[src/rtl/uart_tx_fifo.sv]
// uart_tx_fifo: byte FIFO in front of an 8N1 serializer.
// The CPU pushes bytes with wr_en; the serializer pops the head whenever it is idle,
// or on the last stop-bit cycle so that queued frames follow each other with no gap.
module uart_tx_fifo #(
    parameter int CLK_FREQ   = 50000000,
    parameter int BAUD       = 115200,
    parameter int FIFO_DEPTH = 8,
    localparam int AW        = $clog2(FIFO_DEPTH)
) (
    input  logic          clk,
    input  logic          rst,
    input  logic          wr_en,
    input  logic [7:0]    wr_data,
    input  logic          ovr_clr,
    output logic          tx_full,
    output logic          tx_empty,
    output logic          tx_busy,
    output logic          tx_ovr,
    output logic [AW:0]   fifo_count,
    output logic          tx
);

    localparam int CLKS_PER_BIT = CLK_FREQ / BAUD;
    localparam int CW           = $clog2(CLKS_PER_BIT + 1);
    localparam logic [CW-1:0] BAUD_LAST = CW'(CLKS_PER_BIT - 1);
    localparam logic [AW:0]   DEPTH_CNT = (AW+1)'(FIFO_DEPTH);

    typedef enum logic [1:0] {S_IDLE, S_START, S_DATA, S_STOP} state_t;

    // Serializer state (state_q is the observable FSM state for checkers)
    state_t         state_q;
    logic [CW-1:0]  baud_cnt_q;
    logic [2:0]     bit_idx_q;
    logic [7:0]     shift_q;
    logic           tx_q;

    // FIFO state
    logic [7:0]     mem_q [FIFO_DEPTH];
    logic [AW-1:0]  rd_ptr_q, rd_ptr_d;
    logic [AW-1:0]  wr_ptr_q, wr_ptr_d;
    logic [AW:0]    count_q, count_d;
    logic           ovr_q, ovr_d;

    logic           fifo_full;
    logic           fifo_empty;
    logic           baud_last;
    logic           push;
    logic           pop;
    logic [7:0]     head_data;

    assign fifo_full  = (count_q == DEPTH_CNT);
    assign fifo_empty = (count_q == '0);
    assign baud_last  = (baud_cnt_q == BAUD_LAST);
    assign head_data  = mem_q[rd_ptr_q];

    // Full is taken from the registered count, so a pop in the same cycle never frees a slot for a write.
    assign push = wr_en && !fifo_full;
    assign pop  = !fifo_empty && ((state_q == S_IDLE) || (state_q == S_STOP && baud_last));

    // FIFO next-state: pointers, occupancy and the sticky overrun flag (set beats clear)
    always_comb begin
        rd_ptr_d = rd_ptr_q;
        wr_ptr_d = wr_ptr_q;
        count_d  = count_q;
        ovr_d    = ovr_q;
        if (push) wr_ptr_d = wr_ptr_q + AW'(1);
        if (pop)  rd_ptr_d = rd_ptr_q + AW'(1);
        if (push && !pop)      count_d = count_q + (AW+1)'(1);
        else if (pop && !push) count_d = count_q - (AW+1)'(1);
        if (ovr_clr)             ovr_d = 1'b0;
        if (wr_en && fifo_full)  ovr_d = 1'b1;
    end

    // FIFO control registers
    always_ff @(posedge clk or posedge rst) begin
        if (rst) begin
            rd_ptr_q <= '0;
            wr_ptr_q <= '0;
            count_q  <= '0;
            ovr_q    <= 1'b0;
        end else begin
            rd_ptr_q <= rd_ptr_d;
            wr_ptr_q <= wr_ptr_d;
            count_q  <= count_d;
            ovr_q    <= ovr_d;
        end
    end

    // FIFO storage; only slots between the pointers are ever read, so no reset is needed
    always_ff @(posedge clk) begin
        if (push) mem_q[wr_ptr_q] <= wr_data;
    end

    // 8N1 serializer: start bit, 8 data bits LSB first, stop bit; tx is registered
    always_ff @(posedge clk or posedge rst) begin
        if (rst) begin
            state_q    <= S_IDLE;
            baud_cnt_q <= '0;
            bit_idx_q  <= '0;
            shift_q    <= '0;
            tx_q       <= 1'b1;
        end else begin
            case (state_q)
                S_IDLE: begin
                    tx_q <= 1'b1;
                    if (pop) begin
                        shift_q    <= head_data;
                        baud_cnt_q <= '0;
                        tx_q       <= 1'b0;
                        state_q    <= S_START;
                    end
                end
                S_START: begin
                    if (baud_last) begin
                        baud_cnt_q <= '0;
                        bit_idx_q  <= '0;
                        tx_q       <= shift_q[0];
                        state_q    <= S_DATA;
                    end else begin
                        baud_cnt_q <= baud_cnt_q + CW'(1);
                    end
                end
                S_DATA: begin
                    if (baud_last) begin
                        baud_cnt_q <= '0;
                        shift_q    <= shift_q >> 1;
                        bit_idx_q  <= bit_idx_q + 3'd1;
                        if (bit_idx_q == 3'd7) begin
                            tx_q    <= 1'b1;
                            state_q <= S_STOP;
                        end else begin
                            tx_q <= shift_q[1];
                        end
                    end else begin
                        baud_cnt_q <= baud_cnt_q + CW'(1);
                    end
                end
                S_STOP: begin
                    if (baud_last) begin
                        baud_cnt_q <= '0;
                        if (pop) begin
                            shift_q <= head_data;
                            tx_q    <= 1'b0;
                            state_q <= S_START;
                        end else begin
                            tx_q    <= 1'b1;
                            state_q <= S_IDLE;
                        end
                    end else begin
                        baud_cnt_q <= baud_cnt_q + CW'(1);
                    end
                end
                default: begin
                    tx_q    <= 1'b1;
                    state_q <= S_IDLE;
                end
            endcase
        end
    end

    assign tx         = tx_q;
    assign tx_busy    = (state_q != S_IDLE);
    assign tx_empty   = fifo_empty;
    assign tx_full    = fifo_full;
    assign tx_ovr     = ovr_q;
    assign fifo_count = count_q;

endmodule

[config.mk]
export PLATFORM = sky130hd
export DESIGN_NAME = uart_tx_fifo
export DESIGN_NICKNAME = d
export VERILOG_FILES = /design/src/rtl/uart_tx_fifo.sv
export SDC_FILE = /design/constraint.sdc
export NUM_CORES = 1
export LEC_CHECK = 0
export ABC_AREA = 1
export BUFFER_PORTS_ARGS = -buffer_cell sky130_fd_sc_hd__buf_2
export CAP_MARGIN = 5
export CORE_MARGIN = 2
export CORE_UTILIZATION = 45
export CTS_BUF_LIST = sky130_fd_sc_hd__clkbuf_8
export DETAILED_ROUTE_END_ITERATION = 12
export SLEW_MARGIN = 30
export SYNTH_ARGS = -nofsm -noshare
export SYNTH_HDL_FRONTEND = slang
export SYNTH_SLANG_ARGS = --single-unit
[constraint.sdc]
create_clock -name clk -period 2.4 [get_ports clk]
set_clock_uncertainty 0.2 [all_clocks]
set_input_delay 0.48 -clock clk [delete_from_list [all_inputs] [get_ports clk]]
set_output_delay 0.48 -clock clk [all_outputs]
set_load 0.05 [all_outputs]
Yosys cells after proc, flatten, opt, wreduce, memory -nomap -nowiden --
Memories as Yosys holds them, arrays and structs flattened. Cells that the tools add are included.
Operators by class: add/sub/neg operators 6, eq/ne operators 11, muxes and demuxes 29, reductions and logical operators 23
Operators with widths (number):
- $mux W8 | 3
- $pmux W8 S3 | 1
- $mux W9 | 2
- $pmux W9 S2 | 1
- $mux W1 | 10
- $mux W2 | 5
- $ne A2 B2 Y1 const B | 5
- $add A3 B1 Y3 const B | 3
- $add A9 B1 Y9 const B | 1
- $eq A9 B9 Y1 const B | 1
- $reduce_and A3 Y1 | 3
- $mux W4 | 2
- $pmux W2 S4 | 1
- $reduce_bool A2 Y1 | 4
- $logic_and A1 B1 Y1 | 6
- $mux W3 | 2
- $pmux W3 S2 | 1
- $reduce_and A5 Y1 | 1
- $add A4 B1 Y4 const B | 1
- $eq A2 B2 Y1 const B | 2
- $eq A4 B4 Y1 const B | 1
- $logic_not A1 Y1 | 4
- $logic_not A4 Y1 | 1
- $pmux W1 S4 | 1
- other kinds (7) | 7
Word-level totals: flip-flop bits (word level) 34, bits in writable memories 64, input port bits 12, output and inout port bits 9, logic and storage cells 79, memories 1
Memories:
- mem_q | words 8, width 8, rd ports 1, clocked after memory_dff 0, wr ports 1, line 38 | logic [7:0] mem_q [FIFO_DEPTH];

Longest topological paths before layout --
word-level depth 7, mapped depth 15, gate-level depth less buffers 15

Worst setup path after synthesis --
No wires, ideal clock.
path type register to register, from reg count_q[0], in the netlist fifo_count[0], to reg count_q[3], in the netlist fifo_count[3], setup time 118 ps, arrival 2452 ps, data required time 2082 ps, path slack -370 ps, stages on the path, launching flop included 14, path buffers 0, clock period less this slack 2770 ps, cell sequence dfrtp_1 nor2_1 nand2_1 inv_1 nor2_2 nand2_4 ha_1 inv_1 ha_1 a21oi_1 nand2_1 xor2_1 nand2_1 nand2_1
Between the ends: longest elaborated chain between the ends 6, elaborated cells on any way between the ends 15, those cells by class add/sub (2); eq/ne (1); mux (2); reduce/logical (10)
Ends and longest elaborated chain:
- from (decl) | line 41 | logic [AW:0] count_q, count_d;
- from (signal assigned) | line 84 | count_q <= count_d;
- $logic_not A4 Y1 * | line 52 | assign fifo_empty = (count_q == '0);
- net tx_empty | line 16 | output logic tx_empty,
- $logic_not A1 Y1 * | line 58 | assign pop = !fifo_empty && ((state_q == S_IDLE) || (state_q == S_STOP && baud_last));
- $logic_and A1 B1 Y1 * | line 58
- $logic_not A1 Y1 | line 68 | if (push && !pop) count_d = count_q + (AW+1)'(1);
- $logic_and A1 B1 Y1 | line 68
- $mux W4 / $reduce_bool A2 Y1 (equally long branches)
The timed path passes the listed nets; every way through them passes the cells marked *. The select of a mux whose other input is x is not followed. A chain may end at the register's enable or synchronous reset.

Worst setup path in the final report --
from reg baud_cnt_q[1], to reg count_q[3], in the netlist fifo_count[3]
Between the ends: longest elaborated chain between the ends 7, elaborated cells on any way between the ends 9, those cells by class eq/ne (1); mux (1); reduce/logical (7)
Ends and longest elaborated chain:
- from (decl) | line 32 | logic [CW-1:0] baud_cnt_q;
- from (signal assigned) | line 120 | baud_cnt_q <= baud_cnt_q + CW'(1);
- from (signal assigned) | line 135 | baud_cnt_q <= baud_cnt_q + CW'(1);
- from (signal assigned) | line 150 | baud_cnt_q <= baud_cnt_q + CW'(1);
- $eq A9 B9 Y1 * | line 53 | assign baud_last = (baud_cnt_q == BAUD_LAST);
- $logic_and A1 B1 Y1 * | line 58
- $logic_or A1 B1 Y1 * | line 58
- $logic_and A1 B1 Y1 * | line 58
- $logic_not A1 Y1 | line 68
- $logic_and A1 B1 Y1 | line 68
- $mux W4 / $reduce_bool A2 Y1 (equally long branches)
Every way passes the cells marked *; elsewhere a longest branch is shown, timed or not.

==> impl_metrics.tcl <==
set metrics [dict create \
    final_area_um2 5230 \
    vias_per_cell 4.76 \
    syn_inst 490 \
    cts_tree "built" \
    nFillCells 953 \
    ios 21 \
    cp_max_fo 10 \
    startpoint_type "flop" \
    synth_top_family_by_area "simple AND/OR/NAND/NOR gates" \
    worstPathRequired_ns 2.46 \
    die_area_um2 11100 \
    fin_crit_ns 2.24 \
    crit_family "simple AND/OR/NAND/NOR gates" \
    grt_max_degree 35 \
    setup_slack_ns 0.161 \
    fin_setup_tns_ns 0 \
    status "finished, final reports clean" \
    worst_pin_slew_ns 0.589 \
    grt_pass1_wl_um 14900 \
    cp-end-kind "flop" \
    num_antenna_cells 0 \
    die_w_um 106 \
    portBuffers 20 \
    slew_violations 0 \
    antenna_left 0 \
    path_cells "inv_1 > ha_1 > nand2_1 > nor2_2 > nand2_4 > nand2_8 > nand2_4 > ha_4 > inv_4 > ha_4 > a21oi_2 > nand2_1 > xor2_1 > nand2_1 > nand2_1" \
    worst-r2r-setup-slack_ns 0.16 \
    place_congestion 0.842 \
    drt-pass1-iter-count 4 \
    post_dp_cell_area_um2 5050 \
    layout.nets 557 \
    critical_path_class "reg -> reg" \
    drt-wirelength-per-cell_um 13.7 \
    cts.sinks 98 \
    vias 3192 \
    place_ws_ns 0.0969 \
    synthAdderAreaFrac_pct 4.48 \
    die_y_um 106 \
    crit_arrival_ns 2.30 \
    synthXorXnorAreaFrac_pct 2.08 \
    core_area_um2 10200 \
    power.density_nw_per_um2 751 \
    htreeDepth 3 \
    ys_types 30 \
    fmax_ghz 0.447 \
    yosysSeqAreaShare_pct 59.8 \
    overflow 0 \
    yosys-mux-area-fraction_pct 0 \
    clk-insertion-delay-late_ns 0.36 \
    num_rows 37 \
    grt_usage_pct 17.5 \
    drc 0 \
    ctsLongestPathBuffers 2 \
    place_hpwl_um 6090 \
    grt_pass1_vias 2920 \
    hold_viol_final 0 \
    syn_to_final_growth_pct 12.8 \
    cp_common_cell "nand2_1" \
    synth-simple-area-share_pct 23.3 \
    hold_class "in -> reg" \
    p_leak_nw 2.39 \
    yosysWarnings 0 \
    antenna_found_initial 0 \
    initial_core_util_pct 45.5 \
    crit_slowest_cell "dfrtp_1" \
    peakVddDrop_v 0.000386 \
    maxCapViolCount 0 \
    ys_ff_latch 98 \
    power_mw 3.93 \
    path_clk_slew_ns 0.09 \
    cts_root_buf "clkbuf_8" \
    numCtsBuffers 9 \
    setup_violations 0 \
    relSlewSlack_pct 60.7 \
    synth_compound_area_share_pct 3.56 \
    wl_um 9150 \
    slowest_delay_ns 0.39 \
    post-route-period-util_pct 93.3 \
    netlist_area_um2 4640 \
    drive_gt1_share_pct 14.8 \
    syn_avg_cell_area_um2 9.47 \
    syn-num-nets 518 \
    path_buf_inv 2 \
    final_util_pct 51.4 \
    drt_iter0_drc 133 \
]
## kinds of logic after synthesis
group,Yosys count
fa+ha+maj,16
buf+inv,82
simple gates,254
xor+xnor,11
compound gates,29
flops,98
## cells in the mapped netlist
library cell | instances | share of area, %
nor3_1 | 2 | 0.22
a21oi_4 | 1 | 0.35
nand4_1 | 1 | 0.13
o21ai_1 | 3 | 0.32
nor2_2 | 2 | 0.27
nand2_1 | 163 | 13
dfstp_2 | 1 | 0.57
clkinv_1 | 1 | 0.081
o31ai_1 | 1 | 0.16
inv_2 | 3 | 0.24
nand2_4 | 2 | 0.49
dfrtp_1 | 33 | 18
o22ai_1 | 5 | 0.67
a21oi_1 | 4 | 0.43
inv_1 | 65 | 5.3
ha_1 | 15 | 4.0
or2_2 | 1 | 0.13
nand2_2 | 2 | 0.27
clkbuf_1 | 4 | 0.32
nor2_4 | 1 | 0.24
nand3_1 | 55 | 5.9
o21ai_0 | 15 | 1.6
nand2_8 | 1 | 0.43
xor2_1 | 7 | 1.3
fa_1 | 1 | 0.43
edfxtp_1 | 64 | 41
buf_1 | 2 | 0.16
buf_2 | 7 | 0.76
xnor2_1 | 4 | 0.76
nor2_1 | 24 | 1.9
## cell usage in the layout, fill, tap and decap left out, types with 2 or more instances in the layout
master | Yosys | routed
xor2_1 | 7 | 7
clkinvlp_4 | 0 | 2
o21ai_0 | 15 | 15
a21oi_1 | 4 | 3
dfrtp_1 | 33 | 29
buf_4 | 0 | 20
xnor2_1 | 4 | 4
nand2_2 | 2 | 2
o21ai_1 | 3 | 3
nand3_1 | 55 | 55
ha_1 | 15 | 12
inv_4 | 0 | 2
nor2_4 | 1 | 2
clkbuf_8 | 0 | 9
dfrtp_2 | 0 | 4
nor2_1 | 24 | 22
buf_2 | 7 | 20
nand2_4 | 2 | 2
ha_4 | 0 | 3
inv_1 | 65 | 66
clkinv_2 | 0 | 2
edfxtp_1 | 64 | 64
nand2_1 | 163 | 163
o22ai_1 | 5 | 5
nor3_1 | 2 | 2
inv_2 | 3 | 3
nor2_2 | 2 | 3
## repair_timing
item | in CTS | in global routing
hold buffers | 1 | 0
setup buffers | 0 | 1
endpoints found under the setup margin | 0 | 1
gates resized for setup | 0 | 1
endpoints found under the hold margin | 1 | 0
## power by group
part | leakage (nW) | internal, mW | switching [mW]
registers | 0.995 | 2.04 | 0.114
logic | 1.29 | 0.285 | 0.590
clock network | 0.0983 | 0.360 | 0.540
## state kept, by name (all words and copies together), names as in the netlist
register    cells
mem_q          64
baud_cnt_q      9
shift_q         8
fifo_count      4
bit_idx_q       3
rd_ptr_q        3
wr_ptr_q        3
state_q         2
tx              1
tx_ovr          1
## path summary, 6_finish.rpt
path,start,to,cells after the start
setup / recovery,baud_cnt_q[1],fifo_count[3],15
hold reg to reg,shift_q[6],shift_q[6],2
hold / removal,ovr_clr,tx_ovr,2
setup reg to reg,baud_cnt_q[1],fifo_count[3],15
max in group asynchronous,rst,tx,4
min in group asynchronous,rst,wr_ptr_q[1],4
## per-layer routing
layer	share of wire [%]	GRT usage, %	up-vias
li1	-	-	1641
met1	45	23.0	1488
met2	49	29.0	53
met3	3.9	3.59	10
met4	1.4	5.92	0
met5	0	0	-
## metrics by stage
step                cells  hold slack, ns
global route          670           0.119
finish                670           0.123
floorplan             490           0.249
global placement      652           0.264
CTS                   669           0.101
detailed placement    652           0.268
## area by class of cell
| type | count | area, um^2 | share of cell area, % |
|---|---|---|---|
| sequential | 98 | 2780 | 53.1 |
| timing repair buffer | 41 | 260 | 4.97 |
| clock buffer | 9 | 124 | 2.37 |
| multi-input combinational | 310 | 1600 | 30.6 |
| inverter | 69 | 269 | 5.14 |
| clock inverter | 7 | 31.3 | 0.598 |
| tap | 136 | 170 | 3.25 |
(Power assumes the default switching activity.)
